--- config.mk ---
export PLATFORM = sky130hd
export DESIGN_NAME = oram_posmap_ctrl
export DESIGN_NICKNAME = d
export VERILOG_FILES = /design/src/rtl/oram_posmap_ctrl_pkg.sv /design/src/rtl/oram_posmap_ctrl_lfsr.sv /design/src/rtl/oram_posmap_ctrl.sv
export SDC_FILE = /design/constraint.sdc
export NUM_CORES = 1
export LEC_CHECK = 0
export BUFFER_PORTS_ARGS = -buffer_cell sky130_fd_sc_hd__buf_2
export CAP_MARGIN = 15
export CORE_MARGIN = 10
export CORE_UTILIZATION = 45
export DETAILED_ROUTE_END_ITERATION = 8
export PLACE_DENSITY_LB_ADDON = 0.12
export SYNTH_ARGS = -nofsm -noshare
export SYNTH_HDL_FRONTEND = slang
export SYNTH_SLANG_ARGS = --single-unit
--- constraint.sdc ---
create_clock -name clk -period 1.8 [get_ports clk]
set_clock_uncertainty 0.15 [all_clocks]
set_input_delay 0 -clock clk [delete_from_list [all_inputs] [get_ports clk]]
set_output_delay 0 -clock clk [all_outputs]
set_load 0.1 [all_outputs]
--- src/rtl/oram_posmap_ctrl_pkg.sv ---
// Shared types and constants for the ORAM position-map stage.
//   memory_pos     : one position-map entry {pos, empty_n}
//   path_cmd_t     : command kind sent to the path engine
//   posmap_state_e : position-map controller states
//   lfsr_step      : one Galois right-shift step of the leaf LFSR
package oramPkg;

  localparam int unsigned TREE_DEPTH = 4;
  localparam int unsigned POS_W      = TREE_DEPTH - 1;
  localparam int unsigned LFSR_W     = 16;
  localparam logic [LFSR_W-1:0] LFSR_TAPS = 16'hB400;

  typedef struct packed {
    logic [POS_W-1:0] pos;
    logic             empty_n;
  } memory_pos;

  typedef enum logic {
    PATH_ACCESS = 1'b0,
    PATH_FLUSH  = 1'b1
  } path_cmd_t;

  typedef enum logic [1:0] {
    ST_IDLE   = 2'd0,
    ST_LOOKUP = 2'd1,
    ST_ACCESS = 2'd2,
    ST_FLUSH  = 2'd3
  } posmap_state_e;

  // Galois right-shift: fold the taps in whenever a 1 falls out of the lsb.
  function automatic logic [LFSR_W-1:0] lfsr_step(input logic [LFSR_W-1:0] l);
    lfsr_step = l[0] ? ((l >> 1) ^ LFSR_TAPS) : (l >> 1);
  endfunction

endpackage

--- src/rtl/oram_posmap_ctrl_lfsr.sv ---
// Leaf generator: 16-bit Galois LFSR exposing the next three draws.
// Ports:
//   clk, rst_n   : clock, async active-low reset (loads SEED)
//   step3_en     : advance the LFSR by three steps this cycle
//   r1_c..r3_c   : low POS_W bits of the 1st/2nd/3rd post-step values
module oram_leaf_lfsr
  import oramPkg::*;
#(
  parameter logic [oramPkg::LFSR_W-1:0] SEED  = 16'hACE1,
  parameter int unsigned                POS_W = 3
) (
  input  logic             clk,
  input  logic             rst_n,
  input  logic             step3_en,
  output logic [POS_W-1:0] r1_c,
  output logic [POS_W-1:0] r2_c,
  output logic [POS_W-1:0] r3_c
);

  logic [LFSR_W-1:0] lfsr_q, lfsr_d;
  logic [LFSR_W-1:0] s1_c, s2_c, s3_c;

  // Three chained steps; draws are the low bits of each post-step value.
  always_comb begin
    s1_c   = lfsr_step(lfsr_q);
    s2_c   = lfsr_step(s1_c);
    s3_c   = lfsr_step(s2_c);
    r1_c   = s1_c[POS_W-1:0];
    r2_c   = s2_c[POS_W-1:0];
    r3_c   = s3_c[POS_W-1:0];
    lfsr_d = step3_en ? s3_c : lfsr_q;
  end

  always_ff @(posedge clk or negedge rst_n) begin
    if (!rst_n) lfsr_q <= SEED;
    else        lfsr_q <= lfsr_d;
  end

  a_seed_nonzero: assert property (@(posedge clk) SEED != '0);
  a_lfsr_nonzero: assert property (@(posedge clk) disable iff (!rst_n) lfsr_q != '0);

endmodule

--- src/rtl/oram_posmap_ctrl.sv ---
// Position-map stage in front of the ORAM path engine.
// Looks up (or randomly assigns) a block's leaf, remaps it to a fresh leaf,
// then issues ACCESS {old leaf, new leaf, block, fresh} and FLUSH {flush leaf}.
// Ports:
//   clk, rst_n          : clock, async active-low reset
//   req_valid/ready     : request handshake, req_block = block number
//   path_valid/ready    : command handshake to the path engine
//   path_cmd            : 0 = ACCESS, 1 = FLUSH
//   path_leaf           : ACCESS old leaf / FLUSH flush leaf
//   path_new_leaf       : ACCESS put_back leaf (0 on FLUSH)
//   path_block          : ACCESS block number (0 on FLUSH)
//   path_fresh          : ACCESS block was unmapped (0 on FLUSH)
module oram_posmap_ctrl #(
  parameter int unsigned TREE_DEPTH = oramPkg::TREE_DEPTH,
  parameter int unsigned POS_W      = TREE_DEPTH - 1,
  parameter int unsigned NUM_BLOCKS = 1 << TREE_DEPTH,
  parameter logic [15:0] LFSR_SEED  = 16'hACE1
) (
  input  logic                  clk,
  input  logic                  rst_n,
  input  logic                  req_valid,
  output logic                  req_ready,
  input  logic [TREE_DEPTH-1:0] req_block,
  output logic                  path_valid,
  input  logic                  path_ready,
  output logic                  path_cmd,
  output logic [POS_W-1:0]      path_leaf,
  output logic [POS_W-1:0]      path_new_leaf,
  output logic [TREE_DEPTH-1:0] path_block,
  output logic                  path_fresh
);

  import oramPkg::*;

  localparam int unsigned ENT_POS_W = $bits(memory_pos) - 1;

  posmap_state_e         state_q, state_d;
  logic [TREE_DEPTH-1:0] block_q, block_d;
  logic [POS_W-1:0]      flush_leaf_q, flush_leaf_d;
  memory_pos             table_q [NUM_BLOCKS];
  memory_pos             table_d [NUM_BLOCKS];
  memory_pos             entry_c;
  logic                  lookup_c;
  logic [POS_W-1:0]      r1_c, r2_c, r3_c;

  logic                  req_ready_q, req_ready_d;
  logic                  path_valid_q, path_valid_d;
  path_cmd_t             path_cmd_q, path_cmd_d;
  logic [POS_W-1:0]      path_leaf_q, path_leaf_d;
  logic [POS_W-1:0]      path_new_leaf_q, path_new_leaf_d;
  logic [TREE_DEPTH-1:0] path_block_q, path_block_d;
  logic                  path_fresh_q, path_fresh_d;

  assign lookup_c = (state_q == ST_LOOKUP);
  assign entry_c  = table_q[block_q];

  // Every lookup consumes exactly three draws, mapped or not.
  oram_leaf_lfsr #(
    .SEED  (LFSR_SEED),
    .POS_W (POS_W)
  ) u_lfsr (
    .clk      (clk),
    .rst_n    (rst_n),
    .step3_en (lookup_c),
    .r1_c     (r1_c),
    .r2_c     (r2_c),
    .r3_c     (r3_c)
  );

  // State register.
  always_ff @(posedge clk or negedge rst_n) begin
    if (!rst_n) state_q <= ST_IDLE;
    else        state_q <= state_d;
  end

  // Next-state logic.
  always_comb begin
    state_d = state_q;
    case (state_q)
      ST_IDLE:   if (req_valid)  state_d = ST_LOOKUP;
      ST_LOOKUP:                 state_d = ST_ACCESS;
      ST_ACCESS: if (path_ready) state_d = ST_FLUSH;
      ST_FLUSH:  if (path_ready) state_d = ST_IDLE;
      default:                   state_d = ST_IDLE;
    endcase
  end

  // Output / datapath logic; command fields load on state entry and then hold.
  always_comb begin
    req_ready_d     = (state_d == ST_IDLE);
    path_valid_d    = (state_d == ST_ACCESS) || (state_d == ST_FLUSH);
    path_cmd_d      = path_cmd_q;
    path_leaf_d     = path_leaf_q;
    path_new_leaf_d = path_new_leaf_q;
    path_block_d    = path_block_q;
    path_fresh_d    = path_fresh_q;
    block_d         = block_q;
    flush_leaf_d    = flush_leaf_q;
    table_d         = table_q;
    case (state_q)
      ST_IDLE: if (req_valid) block_d = req_block;
      ST_LOOKUP: begin
        path_cmd_d      = PATH_ACCESS;
        path_leaf_d     = entry_c.empty_n ? POS_W'(entry_c.pos) : r1_c;
        path_new_leaf_d = r2_c;
        path_block_d    = block_q;
        path_fresh_d    = ~entry_c.empty_n;
        flush_leaf_d    = r3_c;
        table_d[block_q] = '{pos: ENT_POS_W'(r2_c), empty_n: 1'b1};
      end
      ST_ACCESS: if (path_ready) begin
        path_cmd_d      = PATH_FLUSH;
        path_leaf_d     = flush_leaf_q;
        path_new_leaf_d = '0;
        path_block_d    = '0;
        path_fresh_d    = 1'b0;
      end
      ST_FLUSH: if (path_ready) begin
        path_cmd_d      = PATH_ACCESS;
        path_leaf_d     = '0;
        path_new_leaf_d = '0;
        path_block_d    = '0;
        path_fresh_d    = 1'b0;
      end
      default: ;
    endcase
  end

  always_ff @(posedge clk or negedge rst_n) begin
    if (!rst_n) begin
      req_ready_q     <= 1'b1;
      path_valid_q    <= 1'b0;
      path_cmd_q      <= PATH_ACCESS;
      path_leaf_q     <= '0;
      path_new_leaf_q <= '0;
      path_block_q    <= '0;
      path_fresh_q    <= 1'b0;
      block_q         <= '0;
      flush_leaf_q    <= '0;
      for (int i = 0; i < int'(NUM_BLOCKS); i++) table_q[i] <= '0;
    end else begin
      req_ready_q     <= req_ready_d;
      path_valid_q    <= path_valid_d;
      path_cmd_q      <= path_cmd_d;
      path_leaf_q     <= path_leaf_d;
      path_new_leaf_q <= path_new_leaf_d;
      path_block_q    <= path_block_d;
      path_fresh_q    <= path_fresh_d;
      block_q         <= block_d;
      flush_leaf_q    <= flush_leaf_d;
      table_q         <= table_d;
    end
  end

  assign req_ready     = req_ready_q;
  assign path_valid    = path_valid_q;
  assign path_cmd      = path_cmd_q;
  assign path_leaf     = path_leaf_q;
  assign path_new_leaf = path_new_leaf_q;
  assign path_block    = path_block_q;
  assign path_fresh    = path_fresh_q;

  // The table entry type carries the package leaf width.
  a_pos_w_match: assert property (@(posedge clk) ENT_POS_W == POS_W);

endmodule

== Yosys cells after proc, flatten, opt, wreduce, memory -nomap -nowiden ==
Index checks and enable logic that the tools add are counted.

* Word-level logic and storage cells: 92
* Register bits: 103
* Memories: 0
* Latch bits: 0
* Bits in writable memories: 0
* Input port bits: 8
* Bits in read-only memories: 0

* Eq/ne operators: 8
* Bitwise gates (word level): 5
* $lt $le $gt $ge: 2
* Divide/modulo/power cells: 0
* Multiply operators: 0
* $add $sub $neg: 0
* Mux-type cells: 24
* Shifts and indexed selects: 0
* Reduce and logical (&&, ||, !) cells: 10

{| class="wikitable"
|+ Operators by type and width
! kind !! number
|-
| $bwmux W64 || 1
|-
| $mux W16 || 3
|-
| $bmux W4 S4 || 1
|-
| $demux W4 S4 || 1
|-
| $mux W4 || 4
|-
| $not A3 Y4 || 3
|-
| $mux W3 || 3
|-
| $pmux W3 S3 || 1
|-
| $eq A2 B2 Y1 const B || 4
|-
| $pmux W2 S4 || 1
|-
| $pmux W4 S2 || 1
|-
| $mux W2 || 3
|-
| $pmux W3 S2 || 1
|-
| $ge A5 B5 Y1 const B || 1
|-
| $lt A5 B1 Y1 const B || 1
|-
| $not A4 Y5 || 1
|-
| $logic_not A2 Y1 || 2
|-
| $ne A2 B2 Y1 const B || 2
|-
| $reduce_and A2 Y1 || 2
|-
| $pmux W1 S3 || 1
|-
| $reduce_and A3 Y1 || 1
|-
| $reduce_bool A3 Y1 || 1
|-
| $eq A2 B1 Y1 const B || 1
|-
| $mux W1 || 2
|-
| 7 further kinds || 7
|}

== Depth between registers and ports, before layout ==
Gate-level depths: netlist of the first run.

* Depth in word-level cells: 6
* Depth in mapped cells: 7
* Depth with buffers taken out: 5

== Cells and area by module ==
Synthesis of the first run repeated with hierarchy kept, for this count alone.

* Cell total of the unflattened synthesis: 347
* Area total of the unflattened synthesis: 4674.5 um2

{| class="wikitable"
|+ Modules (own cells, without submodules)
! module !! cells each !! sequential area each (um2) !! area each (um2) !! times used
|-
| oram_posmap_ctrl || 294 || 2153.3 || 3901.2 || 1
|-
| oram_leaf_lfsr || 53 || 410.4 || 773.2 || 1
|}

== Least setup slack after synthesis of the first run ==
Ideal clock, no wire load.

* Path type: register to register
* Start point: register state_q[1]
* End point: register table_q[49] (netlist bit)
* Stages on the path, launching flop included: 6
* Arrival: 1.528 ns
* Clock period less this slack: 1.802 ns
* Path buffers: 1
* Setup slack: -0.002 ns
* Path through: dfrtp_1 buf_2 and2b_1 nand3_1 nor3_1 mux2_2

* Word-level cells in the longest chain between the ends: 1

{| class="wikitable"
|+ RTL lines
! element !! line !! source
|-
| start: declaration || oram_posmap_ctrl.sv:37 || <nowiki>posmap_state_e state_q, state_d;</nowiki>
|-
| start signal: assignment || oram_posmap_ctrl.sv:73 || <nowiki>else state_q <= state_d;</nowiki>
|-
| $eq A2 B1 Y1 || oram_posmap_ctrl.sv:100 || <nowiki>case (state_q)</nowiki>
|-
| end signal: assignment || oram_posmap_ctrl.sv:151 || <nowiki>table_q <= table_d;</nowiki>
|-
| end: declaration || oram_posmap_ctrl.sv:40 || <nowiki>memory_pos table_q [NUM_BLOCKS];</nowiki>
|}

Every way passes these cells.
A chain may end at the register's enable or synchronous reset.

== Worst setup path in the final report of the first run ==
* Start point: register block_q[0]
* End point: register path_leaf_q[1], in the netlist path_leaf[1]

* Word-level cells in the longest chain between the ends: 6

{| class="wikitable"
|+ RTL lines
! element !! line !! source
|-
| start: declaration || oram_posmap_ctrl.sv:38 || <nowiki>logic [TREE_DEPTH-1:0] block_q, block_d;</nowiki>
|-
| start signal: assignment || oram_posmap_ctrl.sv:149 || <nowiki>block_q <= block_d;</nowiki>
|-
| $not A4 Y5 (not written as such) || oram_posmap_ctrl.sv:55 || <nowiki>assign entry_c = table_q[block_q];</nowiki>
|-
| $bmux W4 S4 || oram_posmap_ctrl.sv:55 ||
|-
| $mux W4 (not written as such) (2 in a row) || oram_posmap_ctrl.sv:55 ||
|-
| $mux W3 || oram_posmap_ctrl.sv:104 || <nowiki>path_leaf_d = entry_c.empty_n ? POS_W'(entry_c.pos) : r1_c;</nowiki>
|-
| $pmux W3 S3 || oram_posmap_ctrl.sv:100 ||
|-
| end signal: assignment || oram_posmap_ctrl.sv:145 || <nowiki>path_leaf_q <= path_leaf_d;</nowiki>
|-
| end: declaration || oram_posmap_ctrl.sv:49 || <nowiki>logic [POS_W-1:0] path_leaf_q, path_leaf_d;</nowiki>
|}

Every way passes these cells. The select of a mux whose other input is x is not followed.

==> insert_results.sql, run 1 <==
INSERT INTO impl_metrics (metric_group, metric, value, unit) VALUES
('run_status', 'status', 'finished with violations', ''),
('run_status', 'violations', 'setup timing', ''),
('timing', 'report.final.hold_viol_count', '0', ''),
('grt', 'initial_antenna_violation_count', '0', ''),
('route', 'routed-via-count', '2835', ''),
('floorplanning', 'die_width', '120.5', 'microns'),
('clock_tree', 'cts.root.buffer_cell', 'clkbuf_8', ''),
('grt', 'maximum_number_of_pins_on_one_net_before_global_route_repair', '51', ''),
('timing', 'smallest_hold_slack', '0.2484', 'ns'),
('floorplanning', 'die_area', '14510', 'sq um'),
('synth', 'synthesis.area', '4543', 'sq um'),
('pwr', 'ir_worst_vdd', '0.0009574', 'V'),
('clock_tree', 'worstSkewPairLatency', '0.37', 'ns'),
('grt', 'global_route.overflow_total', '0', ''),
('grt', 'via_count_of_the_first_global_routing_pass', '2990', ''),
('setup_path', 'largest_driver_fanout_on_the_critical_path', '8', ''),
('grt', 'grt_pass1_wl', '16220', 'microns'),
('route', 'number_of_drc_violations_after_detailed_routing', '0', ''),
('placed_design', 'placed_cells', '526', ''),
('synth', 'netlist_instances', '361', ''),
('pwr', 'cellLeakagePower', '2.631', 'nW'),
('synth', 'synth_top_flop_cell', 'dfrtp_1', ''),
('pwr', 'power_per_cell_area', '1314', 'nW/um^2'),
('synth', 'synth.ff_latch_count', '101', ''),
('floorplanning', 'floorplan.rows', '36', ''),
('clock_tree', 'cts.clk_slew.worst_paths', '0.10', 'ns'),
('floorplanning', 'floorplan.die.height', '120.5', 'microns'),
('route', 'ant_nets', '0', ''),
('timing', 'achievable-frequency', '502.5', 'MHz'),
('cells_and_area', 'syn2layout_area_growth', '19.17', '%'),
('setup_path', 'cp_data_required_time', '1.91', 'ns'),
('floorplanning', 'start_util', '46.27', '%'),
('clock_tree', 'cts_max_path_buffers', '2', ''),
('route', 'routedWlPerCell', '17.43', 'microns'),
('floorplanning', 'io-pin-count', '22', ''),
('synth', 'synth_area_per_cell', '12.58', 'sq um'),
('route', 'total_routed_wirelength', '9639', 'microns'),
('cells_and_area', 'finalCoreUtilization', '55.14', '%'),
('timing', 'setup_viol_count_final', '4', ''),
('synth', 'yosys_warnings', '0', ''),
('timing', 'timing.final.ws_setup', '-0.1899', 'ns'),
('timing', 'finalCritPeriodShare', '110.6', '%'),
('timing', 'minimum_period_implied_by_the_final_worst_setup_slack', '1.990', 'ns'),
('synth', 'async_reset_ff_share', '100.0', '%'),
('worst_hold_path', 'type_of_the_tightest_min_delay_check', 'primary input to register', ''),
('synth', 'synth_fp_nets', '369', ''),
('cells_and_area', 'final_cell_count_no_fill', '553', ''),
('setup_path', 'worstPathArrival', '2.10', 'ns'),
('flow_run', 'drv.max_cap_violation_count', '0', ''),
('setup_path', 'cp-end-kind', 'register', ''),
('synth', 'ys_seq_area_share', '55.88', '%'),
('clock_tree', 'tritoncts_clock_tree', 'done', ''),
('timing', 'rsz0062_at_grt', 'true', ''),
('placed_design', 'hpwlAfterDp', '6640', 'microns'),
('cells_and_area', 'drive_gt1_share', '42.14', '%'),
('timing', 'max_slew_headroom', '47.79', '%'),
('timing', 'worst_slew_pin_slew', '0.7832', 'ns'),
('clock_tree', 'cts_num_sinks', '101', ''),
('cells_and_area', 'finalNetCount', '423', ''),
('timing', 'timing.final.max_slew_violations', '0', ''),
('clock_tree', 'cts_inserted_buffers', '9', ''),
('setup_path', 'critical_path_launch_point_type', 'register', ''),
('placed_design', 'port_buffers', '21', ''),
('placed_design', 'globalplace.congestion', '0.8057', ''),
('route', 'initialDrtViolationCount', '236', ''),
('setup_path', 'setup.reg_to_reg.worst_slack', '-0.19', 'ns'),
('setup_path', 'category_of_the_most_critical_setup_path', 'register to register', ''),
('cells_and_area', 'number_of_antenna_cells_inserted', '0', ''),
('pwr', 'total_power', '0.007113', 'W'),
('route', 'drtPass1Iterations', '4', ''),
('floorplanning', 'fp.coreArea', '9819', 'sq um'),
('route', 'route.detailed.vias_per_inst', '5.127', ''),
('grt', 'grt_util_all_layers', '14.11', '%'),
('synth', 'synth.lib_cells_used.distinct', '36', ''),
('clock_tree', 'number_of_levels_the_h_tree_was_split_into', '3', ''),
('synth', 'synth-edff-count', '0', '');
[power breakdown]
group | internal [W] | total, W | switching [W]
Clock | 0.000781 | 0.00157 | 0.000787
Combinational | 0.00114 | 0.00276 | 0.00162
Sequential | 0.00257 | 0.00279 | 0.000216
[state kept, by name, summed over array words and instances, names as in the netlist]
name and count:
block_q 4, flush_leaf_q 1, path_block 4, path_cmd 1, path_fresh 1, path_leaf 3
path_new_leaf 3, path_valid 1, req_ready 1, state_q 2, table_q 64, u_lfsr.lfsr_q 16
[final timing paths]
kind	start	to	cells after the start
min in group asynchronous	rst_n	path_new_leaf[0]	3
max in group asynchronous	rst_n	table_q[56]	4
max reg2reg	block_q[0]	path_leaf[1]	6
max	block_q[0]	path_leaf[1]	6
min reg2reg	u_lfsr.lfsr_q[6]	u_lfsr.lfsr_q[6]	2
min	req_block[2]	block_q[2]	3
[metrics by stage]
stage / area, sq um / setup TNS, ns / setup WS [ns]
final: 5414 / -0.6486 / -0.1899
after global routing: 5414 / -1.048 / -0.2641
after CTS: 5360 / -0.5802 / -0.1740
after detailed placement: 5000 / -0.5289 / -0.1691
after global placement: 5000 / -0.5792 / -0.1413
after floorplan: 4548 / 0 / 0.004015
[layout by cell type, fill, tap and decap left out, drive strengths merged]
cell	count
and3	3
or2	7
dfstp	9
nor2b	6
xor2	4
mux2i	9
o211ai	1
xnor2	5
nor4	1
and2b	1
clkbuf	10
nor2	8
inv	4
nor3	2
nand2	64
buf	60
nand2b	10
o21ai	21
clkinv	1
a21o	1
nor3b	1
clkinvlp	3
mux4	16
bufinv	2
a22oi	7
and2	1
nand3	11
dfrtp	92
mux2	52
dlygate4sd3	8
[Yosys cell counts (all sizes together), types with 2 or more instances]
master	count	area [sq um]
a22oi	7	57.55
mux2i	9	90.09
mux4	16	382.9
xor2	4	35.03
inv	4	15.01
buf	9	67.56
dfrtp	92	2302
nand2b	10	70.06
nor3	2	10.01
nor2	8	30.03
nand2	64	240.2
and3	3	18.77
nor2b	6	37.54
o21ai	21	105.1
or2	7	43.79
mux2	52	585.6
xnor2	5	43.79
nand3	11	60.06
clkbuf	16	62.56
dfstp	9	236.5
[critical path, stage by stage (launching register included)]
cell and delay [ns]:
dfrtp_2 0.42, buf_12 0.15, mux4_2 0.51, a22oi_2 0.25
nand3_4 0.14, mux2i_1 0.19, o21ai_1 0.07
[final cells by class]
class                           count  area (sq um)
Timing Repair Buffer               68         554.3
Inverter                            4         15.01
Clock inverter                      6         87.58
Fill cell                         856          4405
Multi-Input combinational cell    231          1923
Clock buffer                       10         127.6
Tap cell                          133         166.4
Sequential cell                   101          2540
[kinds of logic (layout without fill, tap and decap cells)]
group,count (synthesis),after routing,synth area share (%)
AOI/OAI and AO/OA,30,30,3.911
xor gates and xnor gates,9,9,1.735
buffers and inverters,29,88,3.195
DFF,101,101,55.88
muxes,77,77,23.30
and+or+nand+nor,115,115,11.98
[routing by layer]
layer	vias up	GRT usage, %	part of all wire, %
li1	1351	-	-
met1	1435	18.52	48
met2	35	22.20	48
met3	14	3.490	2.6
met4	0	5.128	1.5
met5	-	0	0
[timing repair]
| item | 4_1_cts | 5_1_grt |
|---|---|---|
| gates cloned | 1 | 0 |
| endpoints found under the setup margin | 14 | 67 |
| hold buffers | 8 | 1 |
| hold endpoints to repair | 120 | 18 |
| buffers inserted | 1 | 1 |
| pin swaps | 5 | 1 |
| gates resized for setup | 8 | 15 |
No activity file was read; power rests on OpenSTA's default activity.
==> run 2: changes to the inputs <==
clock period = 2.1 ns   (was 1.8 ns; I/O delays follow)
==> run 2 against run 1 <==
Effect of this change: the flow now finishes without violations; clock power fell by 25%; maximum frequency up 1.3%; combinational power is 26% lower; first-iteration DRC count increased by 5.9%; flip-flop and latch count unchanged; setup slack better by 0.33 ns; global-route usage is essentially flat; die area did not move; sequential share of layout area up 2.5 points; hold slack got worse by 0.23 ns; routed wire length rose by 1.4%; power decreased by 21%.
==> insert_results.sql, run 2 (synthesis results as in run 1) <==
INSERT INTO impl_metrics (metric_group, metric, value, unit) VALUES
('floorplanning', 'die_width', '120.5', 'microns'),
('pwr', 'ir_worst_vdd', '0.0007171', 'V'),
('setup_path', 'critPathSlowestCell', 'mux4_1', ''),
('timing', 'max_slew_headroom', '48.40', '%'),
('worst_hold_path', 'type_of_the_tightest_min_delay_check', 'primary input to async pin', ''),
('route', 'routed-via-count', '2819', ''),
('floorplanning', 'floorplan.die.height', '120.5', 'microns'),
('pwr', 'cellLeakagePower', '2.505', 'nW'),
('grt', 'via_count_of_the_first_global_routing_pass', '2879', ''),
('timing', 'minimum_period_implied_by_the_final_worst_setup_slack', '1.964', 'ns'),
('route', 'initialDrtViolationCount', '250', ''),
('clock_tree', 'tritoncts_clock_tree', 'done', ''),
('placed_design', 'placed_cells', '508', ''),
('cells_and_area', 'final_cell_count_no_fill', '533', ''),
('timing', 'rsz0062_at_grt', 'false', ''),
('cells_and_area', 'drive_gt1_share', '34.75', '%'),
('placed_design', 'port_buffers', '21', ''),
('route', 'total_routed_wirelength', '9774', 'microns'),
('pwr', 'power_per_cell_area', '1093', 'nW/um^2'),
('clock_tree', 'cts.clk_slew.worst_paths', '0.10', 'ns'),
('cells_and_area', 'syn2layout_area_growth', '13.25', '%'),
('setup_path', 'worstPathArrival', '2.08', 'ns'),
('floorplanning', 'io-pin-count', '22', ''),
('grt', 'grt_pass1_wl', '16050', 'microns'),
('timing', 'setup_total_negative_slack', '0', 'ns'),
('route', 'route.detailed.vias_per_inst', '5.289', ''),
('setup_path', 'largest_driver_fanout_on_the_critical_path', '12', ''),
('setup_path', 'worstPathCellList', 'buf_12, mux4_1, a22oi_2, nand3_2, mux2i_1, o21ai_1', ''),
('cells_and_area', 'mostFrequentLayoutCell', 'dfrtp_1', ''),
('placed_design', 'hpwlAfterDp', '6322', 'microns'),
('floorplanning', 'die_area', '14510', 'sq um'),
('route', 'routedWlPerCell', '18.34', 'microns'),
('floorplanning', 'fp.coreArea', '9819', 'sq um'),
('timing', 'finalCritPeriodShare', '93.52', '%'),
('setup_path', 'crit_reg_reg_startpoint', 'block_q[0]', ''),
('cells_and_area', 'largest-register', 'table_q', ''),
('setup_path', 'cp_data_required_time', '2.21', 'ns'),
('setup_path', 'reg_to_reg_critical_path_endpoint', 'path_leaf[1]', ''),
('grt', 'grt_util_all_layers', '14.06', '%'),
('route', 'drtPass1Iterations', '5', ''),
('setup_path', 'category_of_the_most_critical_setup_path', 'register to register', ''),
('setup_path', 'critical_path_launch_point_type', 'register', ''),
('clock_tree', 'number_of_levels_the_h_tree_was_split_into', '3', ''),
('route', 'ant_nets', '0', ''),
('grt', 'global_route.overflow_total', '0', ''),
('setup_path', 'setup.reg_to_reg.worst_slack', '0.14', 'ns'),
('clock_tree', 'cts_max_path_buffers', '2', ''),
('cells_and_area', 'final_cell_area', '5145', 'sq um'),
('grt', 'maximum_number_of_pins_on_one_net_before_global_route_repair', '102', ''),
('floorplanning', 'start_util', '46.27', '%'),
('clock_tree', 'cts_num_sinks', '101', ''),
('cells_and_area', 'largest_reg_flops', '64', ''),
('clock_tree', 'cts_inserted_buffers', '9', ''),
('setup_path', 'timing.critical_path.max_delay_family', 'multiplexers', ''),
('cells_and_area', 'number_of_antenna_cells_inserted', '0', ''),
('clock_tree', 'cts.root.buffer_cell', 'clkbuf_8', ''),
('cells_and_area', 'filler_cell_count', '898', ''),
('placed_design', 'globalplace.congestion', '0.7833', ''),
('timing', 'achievable-frequency', '509.2', 'MHz'),
('flow_run', 'drv.max_cap_violation_count', '0', ''),
('grt', 'initial_antenna_violation_count', '0', ''),
('setup_path', 'path_buf_inv', '1', ''),
('placed_design', 'post_dp_cell_area', '4860', 'sq um'),
('setup_path', 'cp-end-kind', 'register', ''),
('clock_tree', 'worstSkewPairLatency', '0.38', 'ns'),
('cells_and_area', 'finalNetCount', '403', ''),
('timing', 'setup_viol_count_final', '0', ''),
('run_status', 'status', 'completed', ''),
('floorplanning', 'floorplan.rows', '36', ''),
('setup_path', 'critical_path.max_stage_delay', '0.58', 'ns'),
('timing', 'timing.final.max_slew_violations', '0', ''),
('timing', 'smallest_hold_slack', '0.02252', 'ns'),
('cells_and_area', 'mostFrequentLayoutCells', '91 x dfrtp_1, 64 x nand2_1, 52 x mux2_2, 20 x buf_2, 19 x o21ai_0', ''),
('pwr', 'total_power', '0.005625', 'W'),
('timing', 'worst_slew_pin_slew', '0.7740', 'ns'),
('cells_and_area', 'registers_with_the_highest_flip_flop_counts', 'table_q x64, u_lfsr.lfsr_q x16', ''),
('setup_path', 'r2r_cells', '6', ''),
('timing', 'report.final.hold_viol_count', '0', ''),
('route', 'number_of_drc_violations_after_detailed_routing', '0', '');
==> run 2: changes by cell type in the layout (fill, tap and decap cells not counted), sizes merged <==
cell and delta:
buf -20, clkinv +1, bufinv -2, inv +3, clkinvlp -2, clkbuf +1
dlygate4sd3 -1
==> run 2: cell type report <==
type                    count  area, sq um  share of cell area [%]
clock inverters             6        53.80                   1.046
well taps                 133        166.4                   3.234
inverters                   4        15.01                  0.2918
flip-flops and latches    101         2540                   49.37
clock buffers              10        127.6                   2.481
repair buffers             48        382.9                   7.442
multi-input cells         231         1859                   36.14
==> run 2: timing repair <==
item	in CTS	in global routing
hold buffers	7	0
buffers inserted	0	1
endpoints found under the hold margin	121	0
gates resized for setup	0	1
endpoints found under the setup margin	0	2
==> run 2: how the worst max path moves through the flow <==
stage               start      endpoint  slack (ns)  cells after the start
2_1_floorplan  state_q[1]   table_q[49]        0.30                      5
3_3_place_gp   block_q[0]  path_leaf[0]        0.13                      6
3_5_place_dp   block_q[0]  path_leaf[0]        0.10                      6
4_1_cts        block_q[0]  path_leaf[1]        0.09                      6
5_1_grt        block_q[0]  path_leaf[0]        0.03                      6
6_report       block_q[0]  path_leaf[1]        0.14                      6
==> run 2: metal layers <==
metal	up-vias	wire, microns	share of wire [%]	global-route usage, %
li1	1313	-	-	-
met1	1453	4587	47	18.45
met2	40	4646	48	21.75
met3	13	405	4.1	4.793
met4	0	134	1.4	3.846
met5	-	0	0	0
==> run 2: worst register-to-register path: stages (launching register included) <==
cell     delay (ns)
dfrtp_2        0.40
buf_12         0.17
mux4_1         0.59
a22oi_2        0.15
nand3_2        0.15
mux2i_1        0.19
o21ai_1        0.07
==> run 2: power breakdown <==
| group | internal, W | switching, W | leakage (nW) | total [W] |
|---|---|---|---|---|
| registers | 0.00220 | 0.000206 | 1.34 | 0.00241 |
| clock network | 0.000452 | 0.000715 | 0.0894 | 0.00117 |
| logic | 0.000778 | 0.00127 | 1.08 | 0.00205 |
==> run 2: through the flow <==
| stage | utilization, % | setup slack [ns] |
|---|---|---|
| after floorplan | - | 0.2977 |
| after CTS | 52.05 | 0.08637 |
| final | 52.40 | 0.1361 |
| after global placement | 49.49 | 0.1288 |
| after global routing | 52.40 | 0.03046 |
| after detailed placement | 49.49 | 0.1014 |
==> run 3: changes to the inputs <==
CORE_UTILIZATION = 40   (was 45)
CTS_CLUSTER_SIZE = 30   (was default)
SLEW_MARGIN = 10   (was default)
==> run 3 against run 2 <==
Effect of this change: critical path depth is 1 higher; global-route usage down 1.4 points; sequential power hardly changed; power increased by 8.3%; register-to-register slack got worse by 0.02 ns; sequential share of layout area is 1.1 points lower; combinational power hardly changed; setup slack worse by 0.021 ns; non-clock buffer count rose by 1; maximum frequency fell by 1.1%; hold slack worse by 0.0079 ns; largest cell class unchanged.
==> insert_results.sql, run 3 (synthesis results as in run 1) <==
INSERT INTO impl_metrics (metric_group, metric, value, unit) VALUES
('grt', 'grt_pass1_wl', '16140', 'microns'),
('setup_path', 'critical_path.max_stage_delay', '0.56', 'ns'),
('setup_path', 'path_buf_inv', '2', ''),
('cells_and_area', 'largest_reg_flops', '64', ''),
('setup_path', 'critical_path_launch_point_type', 'register', ''),
('cells_and_area', 'mostFrequentLayoutCells', '91 x dfrtp_1, 64 x nand2_1, 52 x mux2_2, 20 x buf_2', ''),
('floorplanning', 'die_width', '126.6', 'microns'),
('clock_tree', 'number_of_levels_the_h_tree_was_split_into', '3', ''),
('timing', 'smallest_hold_slack', '0.01459', 'ns'),
('floorplanning', 'floorplan.die.height', '126.6', 'microns'),
('placed_design', 'hpwlAfterDp', '6509', 'microns'),
('floorplanning', 'fp.coreArea', '10980', 'sq um'),
('route', 'routed-via-count', '2786', ''),
('timing', 'max_slew_headroom', '53.52', '%'),
('pwr', 'power_per_cell_area', '1158', 'nW/um^2'),
('pwr', 'total_power', '0.006093', 'W'),
('route', 'initialDrtViolationCount', '240', ''),
('timing', 'finalCritPeriodShare', '94.51', '%'),
('setup_path', 'timing.critical_path.max_delay_family', 'multiplexers', ''),
('setup_path', 'startpoint', 'block_q[0]', ''),
('route', 'total_routed_wirelength', '9549', 'microns'),
('floorplanning', 'io-pin-count', '22', ''),
('cells_and_area', 'drive_gt1_share', '35.41', '%'),
('route', 'number_of_drc_violations_after_detailed_routing', '0', ''),
('cells_and_area', 'finalCoreUtilization', '47.92', '%'),
('worst_hold_path', 'type_of_the_tightest_min_delay_check', 'primary input to async pin', ''),
('cells_and_area', 'syn2layout_area_growth', '15.84', '%'),
('setup_path', 'cp_data_required_time', '2.18', 'ns'),
('setup_path', 'category_of_the_most_critical_setup_path', 'register to register', ''),
('setup_path', 'largest_driver_fanout_on_the_critical_path', '11', ''),
('timing', 'minimum_period_implied_by_the_final_worst_setup_slack', '1.985', 'ns'),
('setup_path', 'critPathSlowestCell', 'mux4_1', ''),
('pwr', 'ir_worst_vdd', '0.001113', 'V'),
('setup_path', 'worstPathCellList', 'buf_4, clkbuf_16, mux4_1, nand2_1, nand3_1, mux2i_1, o21ai_1', ''),
('placed_design', 'globalplace.congestion', '0.7639', ''),
('floorplanning', 'floorplan.rows', '38', ''),
('grt', 'via_count_of_the_first_global_routing_pass', '2886', ''),
('clock_tree', 'cts_inserted_buffers', '9', ''),
('timing', 'achievable-frequency', '503.8', 'MHz'),
('clock_tree', 'cts_num_sinks', '101', ''),
('grt', 'grt_util_all_layers', '12.62', '%'),
('setup_path', 'worstPathArrival', '2.06', 'ns'),
('timing', 'worst_slew_pin_slew', '0.6972', 'ns'),
('flow_run', 'drv.max_cap_violation_count', '0', ''),
('timing', 'setup_viol_count_final', '0', ''),
('cells_and_area', 'filler_cell_count', '1010', ''),
('run_status', 'status', 'completed', ''),
('timing', 'rsz0062_at_grt', 'false', ''),
('clock_tree', 'worstSkewPairLatency', '0.35', 'ns'),
('pwr', 'cellLeakagePower', '2.556', 'nW'),
('clock_tree', 'cts_max_path_buffers', '2', ''),
('floorplanning', 'start_util', '41.36', '%'),
('cells_and_area', 'finalNetCount', '404', ''),
('floorplanning', 'die_area', '16020', 'sq um'),
('cells_and_area', 'largest-register', 'table_q', ''),
('route', 'drtPass1Iterations', '6', ''),
('grt', 'initial_antenna_violation_count', '0', ''),
('cells_and_area', 'number_of_antenna_cells_inserted', '0', ''),
('cells_and_area', 'mostFrequentLayoutCell', 'dfrtp_1', ''),
('timing', 'report.final.hold_viol_count', '0', ''),
('grt', 'maximum_number_of_pins_on_one_net_before_global_route_repair', '43', ''),
('placed_design', 'port_buffers', '21', ''),
('clock_tree', 'tritoncts_clock_tree', 'done', ''),
('grt', 'global_route.overflow_total', '0', ''),
('route', 'route.detailed.vias_per_inst', '5.150', ''),
('timing', 'setup_total_negative_slack', '0', 'ns'),
('cells_and_area', 'registers_with_the_highest_flip_flop_counts', 'table_q x64, u_lfsr.lfsr_q x16', ''),
('setup_path', 'cp-end-kind', 'register', ''),
('route', 'routedWlPerCell', '17.65', 'microns'),
('clock_tree', 'cts.clk_slew.worst_paths', '0.07', 'ns'),
('clock_tree', 'cts.root.buffer_cell', 'clkbuf_16', ''),
('timing', 'timing.final.max_slew_violations', '0', ''),
('route', 'ant_nets', '0', ''),
('setup_path', 'crit_reg_reg_startpoint', 'block_q[0]', '');
[run 3: cell types whose count changed in the layout (fill, tap and decap cells not counted), sizes merged]
cell,delta
clkbuf,-1
dlygate4sd3,-1
clkinvlp,+1
clkinv,+1
inv,-1
buf,+2
[run 3: stage by stage]
stage,setup slack [ns],area (sq um),cells
2_1_floorplan,0.2977,4543,361
3_3_place_gp,0.1143,4876,516
6_report,0.1152,5263,541
3_5_place_dp,0.07162,4876,516
4_1_cts,0.03328,5221,538
5_1_grt,0.005707,5263,541
[run 3: worst paths after layout]
kind / end / slack, ns / cells past startpoint
worst min register to register: u_lfsr.lfsr_q[6] / 0.31 / 2
max in group asynchronous: u_lfsr.lfsr_q[5] / 1.12 / 3
worst max register to register: path_leaf[1] / 0.12 / 7
min in group clk: state_q[0] / 0.03 / 3
worst max-delay path: path_leaf[1] / 0.12 / 7
worst min-delay path: path_new_leaf[0] / 0.01 / 2
[run 3: power breakdown]
| part | total, W | internal (W) | switching [W] |
|---|---|---|---|
| clock network | 0.00160 | 0.000822 | 0.000775 |
| registers | 0.00242 | 0.00220 | 0.000213 |
| logic | 0.00208 | 0.000802 | 0.00128 |
| total | 0.00609 | 0.00383 | 0.00227 |
[run 3: final cells by class]
class / instances / area [sq um] / share of cell area (%)
well taps: 140 / 175.2 / 3.329
repair buffers: 49 / 387.9 / 7.370
multi-input cells: 231 / 1859 / 35.33
clock inverters: 7 / 60.06 / 1.141
flip-flops and latches: 101 / 2540 / 48.26
inverters: 4 / 15.01 / 0.2853
clock buffers: 9 / 225.2 / 4.280
[run 3: layer usage]
metal	up-vias	track usage [%]	part of all wire, %
li1	1320	-	-
met1	1414	16.56	48
met2	39	19.50	47
met3	13	4.040	3.1
met4	0	3.751	1.8
met5	-	0	0
[run 3: timing repair]
action	4_1_cts	5_1_grt
gates resized for setup	0	1
hold buffers	6	0
setup endpoints to repair	0	3
hold endpoints to repair	106	0
setup buffers	0	2
